<file path="src/rtl/timer_pkg.sv">
// Shared types and defaults for the countdown timer.
// Holds the controller state enum and the default widths.
package timer_pkg;

    typedef enum logic [1:0] {
        IDLE   = 2'd0,
        LOADED = 2'd1,
        RUN    = 2'd2
    } state_t;

    localparam int WIDTH_DEF = 8;
    localparam int PSC_W_DEF = 4;

endpackage

</file>
<file path="src/rtl/countdown_timer_if.sv">
// Load handshake bundle for the countdown timer.
// master: load_valid/load_value/prescale/auto_reload out, load_ready in.
interface countdown_timer_if #(
    parameter int WIDTH = 8,
    parameter int PSC_W = 4
) ();

    logic             load_valid;
    logic             load_ready;
    logic [WIDTH-1:0] load_value;
    logic [PSC_W-1:0] prescale;
    logic             auto_reload;

    modport master (
        output load_valid,
        output load_value,
        output prescale,
        output auto_reload,
        input  load_ready
    );

    modport slave (
        input  load_valid,
        input  load_value,
        input  prescale,
        input  auto_reload,
        output load_ready
    );

endinterface

</file>
<file path="src/rtl/tick_gen.sv">
// Prescaler: one tick every psc+1 enabled cycles.
// Ports: clk, reset, clear (phase to 0), en, psc; tick (combinational).
module tick_gen #(
    parameter int PSC_W = 4
) (
    input  logic             clk,
    input  logic             reset,
    input  logic             clear,
    input  logic             en,
    input  logic [PSC_W-1:0] psc,
    output logic             tick
);

    logic [PSC_W-1:0] phase_q;

    assign tick = en && (phase_q == psc);

    always_ff @(posedge clk) begin
        if (reset || clear) begin
            phase_q <= '0;
        end else if (en) begin
            phase_q <= tick ? '0 : phase_q + 1'b1;
        end
    end

endmodule

</file>
<file path="src/rtl/countdown_timer.sv">
// Loadable countdown timer with prescaler, one-shot/periodic modes.
// Ports: clk, reset, load (slave bundle), start, stop; count, busy, tc.
module countdown_timer
    import timer_pkg::*;
#(
    parameter int WIDTH = WIDTH_DEF,
    parameter int PSC_W = PSC_W_DEF
) (
    input  logic             clk,
    input  logic             reset,
    countdown_timer_if.slave load,
    input  logic             start,
    input  logic             stop,
    output logic [WIDTH-1:0] count,
    output logic             busy,
    output logic             tc
);

    state_t           state_q, state_d;
    logic [WIDTH-1:0] count_q, count_d;
    logic [WIDTH-1:0] reload_q, reload_d;
    logic [PSC_W-1:0] psc_q, psc_d;
    logic             mode_q, mode_d;
    logic             tc_q, tc_d;
    logic             busy_q;
    logic             ready_q;
    logic             tick;

    // Phase is held at 0 outside RUN, so every entry into RUN starts fresh.
    tick_gen #(.PSC_W(PSC_W)) u_tick (
        .clk   (clk),
        .reset (reset),
        .clear (state_q != RUN),
        .en    (state_q == RUN),
        .psc   (psc_q),
        .tick  (tick)
    );

    always_comb begin
        state_d  = state_q;
        count_d  = count_q;
        reload_d = reload_q;
        psc_d    = psc_q;
        mode_d   = mode_q;
        tc_d     = 1'b0;
        unique case (state_q)
            IDLE: begin
                if (load.load_valid) begin
                    count_d  = load.load_value;
                    reload_d = load.load_value;
                    psc_d    = load.prescale;
                    mode_d   = load.auto_reload;
                    state_d  = LOADED;
                end
            end
            LOADED: begin
                if (load.load_valid) begin
                    count_d  = load.load_value;
                    reload_d = load.load_value;
                    psc_d    = load.prescale;
                    mode_d   = load.auto_reload;
                end else if (start) begin
                    if (count_q == '0) begin
                        tc_d    = 1'b1;
                        state_d = IDLE;
                    end else begin
                        state_d = RUN;
                    end
                end
            end
            RUN: begin
                if (stop) begin
                    state_d = LOADED;
                end else if (tick) begin
                    if (count_q == WIDTH'(1)) begin
                        tc_d = 1'b1;
                        if (mode_q) begin
                            count_d = reload_q;
                        end else begin
                            count_d = '0;
                            state_d = IDLE;
                        end
                    end else if (count_q != '0) begin
                        count_d = count_q - 1'b1;
                    end
                end
            end
            default: state_d = IDLE;
        endcase
    end

    always_ff @(posedge clk) begin
        if (reset) begin
            state_q  <= IDLE;
            count_q  <= '0;
            reload_q <= '0;
            psc_q    <= '0;
            mode_q   <= 1'b0;
            tc_q     <= 1'b0;
            busy_q   <= 1'b0;
            ready_q  <= 1'b1;
        end else begin
            state_q  <= state_d;
            count_q  <= count_d;
            reload_q <= reload_d;
            psc_q    <= psc_d;
            mode_q   <= mode_d;
            tc_q     <= tc_d;
            busy_q   <= (state_d == RUN);
            ready_q  <= (state_d != RUN);
        end
    end

    assign count           = count_q;
    assign busy            = busy_q;
    assign tc              = tc_q;
    assign load.load_ready = ready_q;

endmodule

</file>
<file path="src/flat_wrapper.sv">
// flat-port wrapper written by rule: the top's interface ports become plain ports
module countdown_timer_flat import timer_pkg::*;
#(
    parameter int WIDTH = WIDTH_DEF,
    parameter int PSC_W = PSC_W_DEF
)
  (clk, reset, start, stop, count, busy, tc, load_load_valid, load_load_value, load_prescale, load_auto_reload, load_load_ready);
  countdown_timer_if #(.WIDTH(WIDTH), .PSC_W(PSC_W)) load_i ();
  input  logic clk;
  input  logic reset;
  input  logic start;
  input  logic stop;
  output logic [WIDTH-1:0] count;
  output logic busy;
  output logic tc;
  input wire logic [$bits(load_i.load_valid)-1:0] load_load_valid;
  input wire logic [$bits(load_i.load_value)-1:0] load_load_value;
  input wire logic [$bits(load_i.prescale)-1:0] load_prescale;
  input wire logic [$bits(load_i.auto_reload)-1:0] load_auto_reload;
  output wire logic [$bits(load_i.load_ready)-1:0] load_load_ready;
  assign load_i.load_valid = load_load_valid;
  assign load_i.load_value = load_load_value;
  assign load_i.prescale = load_prescale;
  assign load_i.auto_reload = load_auto_reload;
  assign load_load_ready = load_i.load_ready;
  countdown_timer #(.WIDTH(WIDTH), .PSC_W(PSC_W)) u_core (.clk(clk), .reset(reset), .load(load_i), .start(start), .stop(stop), .count(count), .busy(busy), .tc(tc));
endmodule
</file>
<file path="config.mk">
export PLATFORM = sky130hd
export DESIGN_NAME = countdown_timer_flat
export DESIGN_NICKNAME = d
export VERILOG_FILES = /design/src/rtl/timer_pkg.sv /design/src/rtl/countdown_timer_if.sv /design/src/rtl/tick_gen.sv /design/src/rtl/countdown_timer.sv /design/src/flat_wrapper.sv
export SDC_FILE = /design/constraint.sdc
export NUM_CORES = 1
export LEC_CHECK = 0
export CORE_MARGIN = 3
export CORE_UTILIZATION = 45
export DETAILED_ROUTE_END_ITERATION = 12
export GPL_ROUTABILITY_DRIVEN = 0
export GPL_TIMING_DRIVEN = 0
export PLACE_DENSITY_LB_ADDON = 0.12
export SKIP_CTS_REPAIR_TIMING = 1
export SYNTH_ARGS = -nofsm -noshare
export SYNTH_HDL_FRONTEND = slang
export SYNTH_HIERARCHICAL = 1
export SYNTH_SLANG_ARGS = --single-unit
</file>
<file path="constraint.sdc">
create_clock -name clk -period 3.4 [get_ports clk]
set_clock_uncertainty 0.1 [all_clocks]
set_input_delay 0.68 -clock clk [delete_from_list [all_inputs] [get_ports clk]]
set_output_delay 0.68 -clock clk [all_outputs]
set_load 0.01 [all_outputs]
</file>
==> reports/metrics.yaml <==
layout-area-overhead-vs-synth_pct: 26.9
cellLeakagePower_nw: 0.734
async_reset_ff_frac: 0
detail_route.vias_per_cell: 5.77
timing.final.crit_share: 0.852
fin_nets: 258
synth_ff_type: "sky130_fd_sc_hd__dfxtp_1"
coreArea_um2: 3470
die_h_um: 67.0
die_w_um: 67.0
dp_hpwl_um: 3140
final_layout_size_suffix_gt1_frac: 0.103
max_slew_margin: 0.468
multi_input_comb_area_um2: 1020
htree_levels: 2
antenna_left: 0
outcome: "complete, no violations"
area.sequential_um2: 601
cp.arrival_ns: 3.01
fillers: 331
max_clock_freq_mhz: 345
yosysWarningCount: 6
critical_path.endpoint_type: "flop"
max_rail_drop_vdd_mv: 0.303
tritoncts: "built"
synth.lib_cells_used.distinct: 50
timing.critical_path.fanout_max: 12
synth_top_area_cell: "sky130_fd_sc_hd__dfxtp_1"
gr-usage-all-layers: 0.218
netlist_top_cells_count: "sky130_fd_sc_hd__nand2_1 (35), sky130_fd_sc_hd__dfxtp_1 (30), sky130_fd_sc_hd__a21oi_1 (20), sky130_fd_sc_hd__nor2_1 (10)"
slew_violations: 0
setup_repair_after_global_routing_missed_its_margin: "false"
synth-edff-count: 0
setup_viol: 0
stdcell_area_um2: 2130
first_global_vias: 1558
final.min_clock_period_ns: 2.90
ys_ff_latch: 30
final_hold_viol_count: 0
dr.pass1.iters: 5
synth.yosys.seq_area_share: 0.358
critical_path_required_ns: 3.51
synth_cells: 196
postPlaceCellArea_um2: 2010
grt_pass1_wl_um: 7240
path_class: "flop to flop"
post_synth_main_area_contributors: "sky130_fd_sc_hd__dfxtp_1 (36%), sky130_fd_sc_hd__nand2_1 (7.8%), sky130_fd_sc_hd__a21oi_1 (6.0%)"
cts_made_buffers: 5
dr_wl_cell_um: 15.4
cts_sinks: 30
n_antenna_cell: 0
pin_slew_with_the_least_headroom_to_its_limit_ns: 0.796
cts_root_buf: "sky130_fd_sc_hd__clkbuf_8"
grt_start_max_net_pins: 13
fp-row-count: 21
clockBufferDepth: 2
routed_wl_um: 4310
top_level_ports: 29
fin_setup_tns_ns: 0
dr_total_vias: 1609
overflow: 0
critPathLaunch: "u_core/state_q[0]"
antenna_violations_before_repair: 0
clk_transition_reported_paths_ns: 0.06
clk-insertion-delay-late_ns: 0.29
critical_path.startpoint_type: "flop"
timing.hold.worst.start: "u_core/reload_q[2]"
design.die.area_um2: 4490
r2r_start: "u_core/state_q[0]"
floorplan.initialDensity: 0.483
power.density_cell_area_nw_per_um2: 484
power_mw: 1.03
syn_avg_cell_area_um2: 8.55
portion_of_synthesized_cell_area_occupied_by_the_leading_cell_type: 0.358
mappedNetlistNets: 222
drc: 0
syn_area_um2: 1680
hp-class: "flop to flop"
violation_count_after_the_first_detailed_routing_iteration: 79
port-buffer-count: 28
yosysMostFrequentCell: "sky130_fd_sc_hd__nand2_1"
drv.max_cap_violation_count: 0
-- registers in the layout, summed over array words and instances, names as in the netlist --
| register | flops |
|---|---|
| u_core/u_tick/phase_q | 4 |
| u_core/tc | 1 |
| u_core/busy | 1 |
| u_core/reload_q | 8 |
| u_core/state_q | 2 |
| u_core/psc_q | 4 |
| u_core/mode_q | 1 |
| u_core/load.load_ready | 1 |
| u_core/count | 8 |
-- per-stage QoR --
stage | hold WS, ns | setup WS [ns] | instances | util
after floorplan | 0.332 | 1.02 | 196 | -
after global placement | 0.341 | 0.650 | 270 | 0.581
after detailed placement | 0.350 | 0.555 | 270 | 0.581
after CTS | 0.359 | 0.524 | 278 | 0.612
after global routing | 0.389 | 0.277 | 279 | 0.614
final | 0.358 | 0.503 | 279 | 0.614
-- area by class of cell --
type	instances	share of cell area
repair buffers	29	0.134
multi-input cells	152	0.480
clock buffers	5	0.0323
flip-flops and latches	30	0.282
inverters	6	0.0106
clock inverters	3	0.0188
well taps	46	0.0270
plain buffers	8	0.0147
-- routing by layer --
layer / track usage / part of all wire
met1: 0.276 / 0.47
met2: 0.339 / 0.46
met3: 0.0405 / 0.047
met4: 0.134 / 0.024
met5: 0 / 0
-- cell families after synthesis --
| family | share of synthesized area |
|---|---|
| XOR/XNOR | 0.0470 |
| adder cells (fa/ha/maj) | 0.0597 |
| buffers and inverters | 0.0321 |
| AO/OA/AOI/OAI | 0.254 |
| multiplexers | 0.0179 |
| AND/OR/NAND/NOR | 0.231 |
| flip-flops | 0.358 |
-- worst max-delay path, stage by stage (launching register included) --
cell and delay (ns):
sky130_fd_sc_hd__dfxtp_1 0.35, sky130_fd_sc_hd__inv_1 0.10, sky130_fd_sc_hd__ha_1 0.50, sky130_fd_sc_hd__and4_4 0.38
sky130_fd_sc_hd__and2_2 0.18, sky130_fd_sc_hd__inv_1 0.06, sky130_fd_sc_hd__o21ai_0 0.37, sky130_fd_sc_hd__o311ai_4 0.29
sky130_fd_sc_hd__a311o_2 0.37, sky130_fd_sc_hd__a21oi_1 0.12
-- power by group --
part           internal (mW)  switching, mW  leakage, nW
Combinational          0.124          0.140        0.430
Sequential             0.380         0.0337        0.246
Clock                  0.215          0.137       0.0579
-- worst paths after layout --
path	slack (ns)	cells after the start	end
worst max-delay path	0.50	9	u_core/count[5]
worst max register to register	0.50	9	u_core/count[5]
worst min register to register	0.36	2	u_core/reload_q[2]
worst min-delay path	0.36	2	u_core/reload_q[2]
-- cell usage in the layout, fill, tap and decap left out, types with 7 or more instances in the layout --
master and instances:
sky130_fd_sc_hd__a21oi_1 20, sky130_fd_sc_hd__nand2_1 35, sky130_fd_sc_hd__clkdlybuf4s50_1 28, sky130_fd_sc_hd__o211ai_1 8, sky130_fd_sc_hd__nor2_1 10, sky130_fd_sc_hd__ha_1 8
sky130_fd_sc_hd__clkbuf_1 7, sky130_fd_sc_hd__xnor2_1 7, sky130_fd_sc_hd__dfxtp_1 30
Note: power is estimated with default switching activity, not from simulation.
